## src/rtl/divrem_sequencer_pkg.sv

```systemverilog
// Shared constants and helpers for the RV32M divide/remainder sequencer.
package divrem_sequencer_pkg;

    localparam logic [2:0] FUNCT3_DIV  = 3'b100;
    localparam logic [2:0] FUNCT3_DIVU = 3'b101;
    localparam logic [2:0] FUNCT3_REM  = 3'b110;
    localparam logic [2:0] FUNCT3_REMU = 3'b111;

    typedef enum logic [1:0] {
        ST_IDLE = 2'd0,
        ST_ITER = 2'd1,
        ST_FIX  = 2'd2,
        ST_DONE = 2'd3
    } divremState_t;

    localparam int unsigned DIVREM_DATA_WIDTH = 32;
    localparam int unsigned DIVREM_ITERS      = DIVREM_DATA_WIDTH;

    // Codes outside DIV/REM fall through to unsigned behaviour.
    function automatic logic isSignedOp(input logic [2:0] funct3);
        return (funct3 == FUNCT3_DIV) || (funct3 == FUNCT3_REM);
    endfunction

    function automatic logic isRemOp(input logic [2:0] funct3);
        return (funct3 == FUNCT3_REM) || (funct3 == FUNCT3_REMU);
    endfunction

endpackage

```

## src/rtl/divrem_sequencer_if.sv

```systemverilog
// EX-stage <-> divide sequencer handshake and operand/result bus.
interface divrem_sequencer_if #(
    parameter int DATA_WIDTH = 32
);
    logic                  iStart;
    logic [2:0]            iFunct3;
    logic [DATA_WIDTH-1:0] iRs1;
    logic [DATA_WIDTH-1:0] iRs2;
    logic                  iFlush;
    logic                  oStall;
    logic                  oBusy;
    logic                  oValid;
    logic [DATA_WIDTH-1:0] oResult;

    modport master (
        output iStart, iFunct3, iRs1, iRs2, iFlush,
        input  oStall, oBusy, oValid, oResult
    );

    modport slave (
        input  iStart, iFunct3, iRs1, iRs2, iFlush,
        output oStall, oBusy, oValid, oResult
    );
endinterface

```

## src/rtl/divrem_sequencer_step.sv

```systemverilog
// One radix-2 restoring division step: shift {rem,quot}, trial subtract divisor.
module divrem_step #(
    parameter int DATA_WIDTH = 32
) (
    input  logic [DATA_WIDTH-1:0] iRem,
    input  logic [DATA_WIDTH-1:0] iQuot,
    input  logic [DATA_WIDTH-1:0] iDivisor,
    output logic [DATA_WIDTH-1:0] oRem,
    output logic [DATA_WIDTH-1:0] oQuot
);
    logic [DATA_WIDTH:0] shifted;
    logic [DATA_WIDTH:0] diff;
    logic                fits;

    // Since rem < divisor on entry, the MSB of the (W+1)-bit difference is
    // exactly the borrow of the trial subtraction.
    always_comb begin
        shifted = {iRem, iQuot[DATA_WIDTH-1]};
        diff    = shifted - {1'b0, iDivisor};
        fits    = ~diff[DATA_WIDTH];
        oRem    = fits ? diff[DATA_WIDTH-1:0] : shifted[DATA_WIDTH-1:0];
        oQuot   = {iQuot[DATA_WIDTH-2:0], fits};
    end
endmodule

```

## src/rtl/divrem_sequencer.sv

```systemverilog
// Multi-cycle DIV/DIVU/REM/REMU sequencer with precise pipeline stall.
// Optional: define DIVREM_EARLY_OUT_EN to skip iteration when |dividend| < |divisor|
// or divisor == 1.
module divrem_sequencer
    import divrem_sequencer_pkg::*;
#(
    parameter int DATA_WIDTH = 32,
    parameter int CNT_WIDTH  = 6
) (
    input  logic               iCLK,
    input  logic               iRST,
    divrem_sequencer_if.slave  bus
);
    divremState_t          state;
    logic [CNT_WIDTH-1:0]  cnt;
    logic                  opRem;
    logic                  negQuot;
    logic                  negRem;
    logic [DATA_WIDTH-1:0] divisorMag;
    logic [DATA_WIDTH-1:0] remReg;
    logic [DATA_WIDTH-1:0] quotReg;
    logic [DATA_WIDTH-1:0] stepRem;
    logic [DATA_WIDTH-1:0] stepQuot;

    logic                  startSigned;
    logic                  startRem;
    logic                  rs1Neg;
    logic                  rs2Neg;
    logic [DATA_WIDTH-1:0] rs1Mag;
    logic [DATA_WIDTH-1:0] rs2Mag;
    logic                  divByZero;
    logic                  overflow;

    divrem_step #(.DATA_WIDTH(DATA_WIDTH)) uStep (
        .iRem     (remReg),
        .iQuot    (quotReg),
        .iDivisor (divisorMag),
        .oRem     (stepRem),
        .oQuot    (stepQuot)
    );

    // Decode the incoming operation and operand magnitudes for the IDLE cycle.
    always_comb begin
        startSigned = isSignedOp(bus.iFunct3);
        startRem    = isRemOp(bus.iFunct3);
        rs1Neg      = startSigned & bus.iRs1[DATA_WIDTH-1];
        rs2Neg      = startSigned & bus.iRs2[DATA_WIDTH-1];
        rs1Mag      = rs1Neg ? (~bus.iRs1 + 1'b1) : bus.iRs1;
        rs2Mag      = rs2Neg ? (~bus.iRs2 + 1'b1) : bus.iRs2;
        divByZero   = (bus.iRs2 == '0);
        overflow    = startSigned
                      && (bus.iRs1 == {1'b1, {(DATA_WIDTH-1){1'b0}}})
                      && (bus.iRs2 == '1);
    end

    assign bus.oStall = bus.iStart && (state != ST_DONE) && !iRST && !bus.iFlush;

    // Sequencer FSM with registered busy/valid/result.
    always_ff @(posedge iCLK) begin
        if (iRST) begin
            state       <= ST_IDLE;
            cnt         <= '0;
            opRem       <= 1'b0;
            negQuot     <= 1'b0;
            negRem      <= 1'b0;
            divisorMag  <= '0;
            remReg      <= '0;
            quotReg     <= '0;
            bus.oBusy   <= 1'b0;
            bus.oValid  <= 1'b0;
            bus.oResult <= '0;
        end else if (bus.iFlush) begin
            state      <= ST_IDLE;
            bus.oBusy  <= 1'b0;
            bus.oValid <= 1'b0;
        end else begin
            case (state)
                ST_IDLE: begin
                    bus.oValid <= 1'b0;
                    bus.oBusy  <= 1'b0;
                    if (bus.iStart) begin
                        opRem      <= startRem;
                        negQuot    <= rs1Neg ^ rs2Neg;
                        negRem     <= rs1Neg;
                        divisorMag <= rs2Mag;
                        if (divByZero) begin
                            bus.oResult <= startRem ? bus.iRs1 : '1;
                            bus.oValid  <= 1'b1;
                            state       <= ST_DONE;
                        end else if (overflow) begin
                            bus.oResult <= startRem ? '0 : {1'b1, {(DATA_WIDTH-1){1'b0}}};
                            bus.oValid  <= 1'b1;
                            state       <= ST_DONE;
                        end
`ifdef DIVREM_EARLY_OUT_EN
                        else if (rs2Mag == DATA_WIDTH'(1)) begin
                            quotReg   <= rs1Mag;
                            remReg    <= '0;
                            bus.oBusy <= 1'b1;
                            state     <= ST_FIX;
                        end else if (rs1Mag < rs2Mag) begin
                            quotReg   <= '0;
                            remReg    <= rs1Mag;
                            bus.oBusy <= 1'b1;
                            state     <= ST_FIX;
                        end
`endif
                        else begin
                            quotReg   <= rs1Mag;
                            remReg    <= '0;
                            cnt       <= CNT_WIDTH'(DATA_WIDTH - 1);
                            bus.oBusy <= 1'b1;
                            state     <= ST_ITER;
                        end
                    end
                end
                ST_ITER: begin
                    remReg  <= stepRem;
                    quotReg <= stepQuot;
                    if (cnt == '0) begin
                        state <= ST_FIX;
                    end else begin
                        cnt <= cnt - 1'b1;
                    end
                end
                ST_FIX: begin
                    if (opRem) begin
                        bus.oResult <= negRem ? (~remReg + 1'b1) : remReg;
                    end else begin
                        bus.oResult <= negQuot ? (~quotReg + 1'b1) : quotReg;
                    end
                    bus.oBusy  <= 1'b0;
                    bus.oValid <= 1'b1;
                    state      <= ST_DONE;
                end
                ST_DONE: begin
                    bus.oValid <= 1'b0;
                    state      <= ST_IDLE;
                end
                default: begin
                    bus.oBusy  <= 1'b0;
                    bus.oValid <= 1'b0;
                    state      <= ST_IDLE;
                end
            endcase
        end
    end
endmodule

```

## src/flat_wrapper.sv

```systemverilog
// flat-port wrapper written by rule: the top's interface ports become plain ports
module divrem_sequencer_flat import divrem_sequencer_pkg::*;
#(
    parameter int DATA_WIDTH = 32,
    parameter int CNT_WIDTH  = 6
)
  (iCLK, iRST, bus_iStart, bus_iFunct3, bus_iRs1, bus_iRs2, bus_iFlush, bus_oStall, bus_oBusy, bus_oValid, bus_oResult);
  divrem_sequencer_if #(.DATA_WIDTH(DATA_WIDTH)) bus_i ();
  input  logic iCLK;
  input  logic iRST;
  input wire logic [$bits(bus_i.iStart)-1:0] bus_iStart;
  input wire logic [$bits(bus_i.iFunct3)-1:0] bus_iFunct3;
  input wire logic [$bits(bus_i.iRs1)-1:0] bus_iRs1;
  input wire logic [$bits(bus_i.iRs2)-1:0] bus_iRs2;
  input wire logic [$bits(bus_i.iFlush)-1:0] bus_iFlush;
  output wire logic [$bits(bus_i.oStall)-1:0] bus_oStall;
  output wire logic [$bits(bus_i.oBusy)-1:0] bus_oBusy;
  output wire logic [$bits(bus_i.oValid)-1:0] bus_oValid;
  output wire logic [$bits(bus_i.oResult)-1:0] bus_oResult;
  assign bus_i.iStart = bus_iStart;
  assign bus_i.iFunct3 = bus_iFunct3;
  assign bus_i.iRs1 = bus_iRs1;
  assign bus_i.iRs2 = bus_iRs2;
  assign bus_i.iFlush = bus_iFlush;
  assign bus_oStall = bus_i.oStall;
  assign bus_oBusy = bus_i.oBusy;
  assign bus_oValid = bus_i.oValid;
  assign bus_oResult = bus_i.oResult;
  divrem_sequencer #(.DATA_WIDTH(DATA_WIDTH), .CNT_WIDTH(CNT_WIDTH)) u_core (.iCLK(iCLK), .iRST(iRST), .bus(bus_i));
endmodule
```

## config.mk

```make
export PLATFORM = sky130hd
export DESIGN_NAME = divrem_sequencer_flat
export DESIGN_NICKNAME = d
export VERILOG_FILES = /design/src/rtl/divrem_sequencer_pkg.sv /design/src/rtl/divrem_sequencer_if.sv /design/src/rtl/divrem_sequencer_step.sv /design/src/rtl/divrem_sequencer.sv /design/src/flat_wrapper.sv
export SDC_FILE = /design/constraint.sdc
export NUM_CORES = 1
export LEC_CHECK = 0
export BUFFER_PORTS_ARGS = -buffer_cell sky130_fd_sc_hd__buf_2
export CAP_MARGIN = 25
export CORE_MARGIN = 2
export CORE_UTILIZATION = 45
export DETAILED_ROUTE_END_ITERATION = 7
export PLACE_DENSITY = 0.66
export SYNTH_ARGS = -nofsm -noshare
export SYNTH_HDL_FRONTEND = slang
export SYNTH_SLANG_ARGS = --single-unit
```

## constraint.sdc

```tcl
create_clock -name iCLK -period 3.15 [get_ports iCLK]
set_input_delay 0.315 -clock iCLK [delete_from_list [all_inputs] [get_ports iCLK]]
set_output_delay 0.315 -clock iCLK [all_outputs]
set_load 0.03 [all_outputs]
```

==> results.tsv <==
metric	value	unit
setup_total_negative_slack	-0.0974	ns
holdCritPathClass	input pin to flip-flop	
clkLatencyLatePin	0.43	ns
postSynthCellCount	1455	
detailroute.via_count	11400	
timing.critical_path.slowest_stage_cell	sky130_fd_sc_hd__fa_2	
detail_route.iter0.violations	1003	
power.share.clock	0.373	
grt_pass1_wl	54700	µm
dpl.cell_count	1891	
num_rows	56	
grt_pass1_vias	10500	
synth-seq-area-share	0.261	
synth_enable_flop_cells	0	
post-route-min-period	3.17	ns
hpwlAfterDp	25600	µm
setup_ws	-0.0215	ns
p_leak	5.24	nW
total_number_of_nets_in_the_final_design	1719	
synth_ff_type	sky130_fd_sc_hd__dfxtp_1	
gp_congestion	0.924	
n_antenna_cell	0	
tritoncts_num_sinks	141	
sum_of_routed_wire_length_over_all_layers	34000	µm
fillCellCount	2315	
globalRoute.totalOverflow	0	
synth_simple_gate_area_share	0.229	
timing.critical_path.buf_inv	4	
fraction_of_power_spent_switching_nets	0.321	
multi_input_area	0.00754	mm²
cap_viol_max_count	0	
pwr-share-seq	0.381	
synth-seq-cells	141	
post_synth_xor_area_fraction	0.109	
ctsLongestPathBuffers	2	
maxSlewViolCount	0	
fp.dieW	159	µm
root_buffer	sky130_fd_sc_hd__clkbuf_16	
setup-violations-final	10	
fp.coreArea	0.0235	mm²
critPathKind	flip-flop to flip-flop	
violations	negative setup slack	
cts_made_buffers	17	
comb_power_frac	0.247	
slowest_delay	0.34	ns
vdd_ir_drop_max	0.301	mV
initial_core_util	0.460	
sequential_cell_area	0.00283	mm²
max_clock_freq	0.315	GHz
post_synth_instance_area	0.0108	mm²
synthArstFlopShare	0	
drt-vias-per-instance	5.90	
cell_internal_pwr	3.46	mW
critPathArrivalTime	3.48	ns
timing.max_slew.rel_slack	0.425	
worst_setup_path_start_kind	flip-flop	
syn2layout_area_growth	20.5	%
compound_gate_fraction_of_synth_area	0.262	
p_sw	1.64	mW
synth.net_count	1571	
total_power	5.09	mW
crit_path_max_fanout	6	
cp.required	3.45	ns
portion_of_netlist_area_occupied_by_mux_cells	0.0306	
fp.dieH	159	µm
path_cells	inv_2, ha_4, fa_2, nand2b_4, a21o_1, a311o_1, a211o_1, a211oi_2, buf_4, nor3_2, nor4_4, buf_4, buf_4, mux2i_1, o21ai_0	
grtUsageTotal	0.261	
post_synth_fa_ha_maj_area_fraction	0.0527	
design.portCount	106	
drt_pass1_iterations	8	
grt_max_degree	80	
layout-drive-gt1-share	0.183	
io_buffers	105	
avgSynthCellArea	7.44	µm²
endpoint_kind	flip-flop	
routed_wire_per_std_cell	17.6	µm
run_status	finished with violations	
drc_viols	0	
largest_family_of_logic_cells_by_synthesized_area	compound AO/OA/AOI/OAI gates	
critPathTopFamily	compound AO/OA/AOI/OAI gates	
clock_tree.htree_level_count	4	
tritoncts	done	
synthDistinctLibCells	71	
final-instance-count-excl-fill	1933	
setup_repair_after_global_routing_missed_its_margin	yes	
hold_viol	0	
period_share	1.01	
route.antenna.remaining_nets	0	
grt_antenna_before_repair	0	
worst_clock_skew	0.0129	ns
floorplan.die_area	0.0253	mm²
power.density_cell_area	390	mW/mm²
worst_setup_hold_path_clk_slew	0.06	ns
tightestPinTransition	0.863	ns
synth-warning-count	0	
worst_path_most_repeated_cell	sky130_fd_sc_hd__buf_4	
[flip-flops by register name, summed over array words and instances, names as in the netlist]
signal and count:
u_core.bus.oValid 1, u_core.bus.oResult 32, u_core.negRem 1, u_core.state 2
u_core.divisorMag 32, u_core.cnt 6, u_core.remReg 32, u_core.opRem 1
u_core.bus.oBusy 1, u_core.negQuot 1, u_core.quotReg 32
[cells by family after synthesis]
logic type	count (synthesis)
XOR/XNOR	135
AND/OR/NAND/NOR	513
flip-flops	141
adder cells (fa/ha/maj)	45
AO/OA/AOI/OAI	434
buffers and inverters	154
multiplexers	33
[stage by stage]
step                      utilization  area (µm²)  hold WS [ns]  worst slack, ns
after global routing            0.554       13000         0.189           -0.156
final                           0.554       13000         0.187          -0.0215
after detailed placement        0.522       12300         0.454           -0.167
after global placement          0.522       12300         0.443          -0.0883
after floorplan                     -       10900         0.432         -0.00565
after CTS                       0.549       12900         0.178          -0.0258
[power by group through the flow]
stage	clock network [mW]	logic (mW)	registers, mW
detailed placement	0	1.20	1.98
finish	1.90	1.26	1.94
floorplan	0	0.798	1.96
CTS	1.91	1.22	1.94
global route	1.98	1.38	1.95
global placement	0	1.19	1.97
[final timing paths]
path | start | endpoint | slack, ns | depth (start not counted)
setup / recovery | u_core.quotReg[31] | u_core.remReg[3] | -0.02 | 15
setup reg to reg | u_core.quotReg[31] | u_core.remReg[3] | -0.02 | 15
hold reg to reg | u_core.divisorMag[31] | u_core.divisorMag[31] | 0.46 | 2
hold / removal | bus_iRs2[1] | u_core.divisorMag[1] | 0.19 | 3
[layout by cell type, fill, tap and decap left out, drive strengths merged, types with 41 or more instances in the layout]
| cell | instances |
|---|---|
| buf | 218 |
| nor2 | 169 |
| dfxtp | 141 |
| nand2 | 128 |
| o21ai | 121 |
| a21oi | 102 |
| xnor2 | 68 |
| xor2 | 67 |
| inv | 65 |
| ha | 44 |
| nor3 | 41 |
[synth_stat cells (37+ instances only)]
cell	number	area share
sky130_fd_sc_hd__a21oi_1	102	0.047
sky130_fd_sc_hd__xnor2_1	68	0.055
sky130_fd_sc_hd__ha_1	44	0.051
sky130_fd_sc_hd__dfxtp_1	141	0.26
sky130_fd_sc_hd__nand2_1	128	0.044
sky130_fd_sc_hd__o21ai_0	121	0.056
sky130_fd_sc_hd__xor2_1	67	0.054
sky130_fd_sc_hd__clkbuf_1	75	0.026
sky130_fd_sc_hd__inv_1	63	0.022
sky130_fd_sc_hd__nor3_1	40	0.019
sky130_fd_sc_hd__nor2_1	168	0.058
sky130_fd_sc_hd__a211oi_1	37	0.026
[area by class of cell]
| class | count | share of cell area |
|---|---|---|
| Sequential cell | 141 | 0.217 |
| Timing Repair Buffer | 219 | 0.116 |
| Tap cell | 319 | 0.0306 |
| Multi-Input combinational cell | 1160 | 0.578 |
| Clock inverter | 8 | 0.00470 |
| Inverter | 64 | 0.0184 |
| Clock buffer | 22 | 0.0364 |
[routing by layer]
metal	global-route usage	wire length (µm)	up-vias
met2	0.429	15700	395
met3	0.0333	2000	65
met5	0	0	-
met4	0.0793	913	0
met1	0.358	15400	5349
li1	-	-	5605
[worst min-delay path: cells and delay by family]
family / cells / cell delay (ns)
buffers and inverters: 1 / 0.12
AOI/OAI and AO/OA: 1 / 0.08
and+or+nand+nor: 1 / 0.05
[timing repair]
item                                    CTS  global route
pin swaps                                 4             6
cloned                                    1             1
resized for setup                        20            24
endpoints found under the setup margin   30            35
buffers inserted                          4             6
hold buffers                              0             0
No activity file was read; power rests on OpenSTA's default activity.
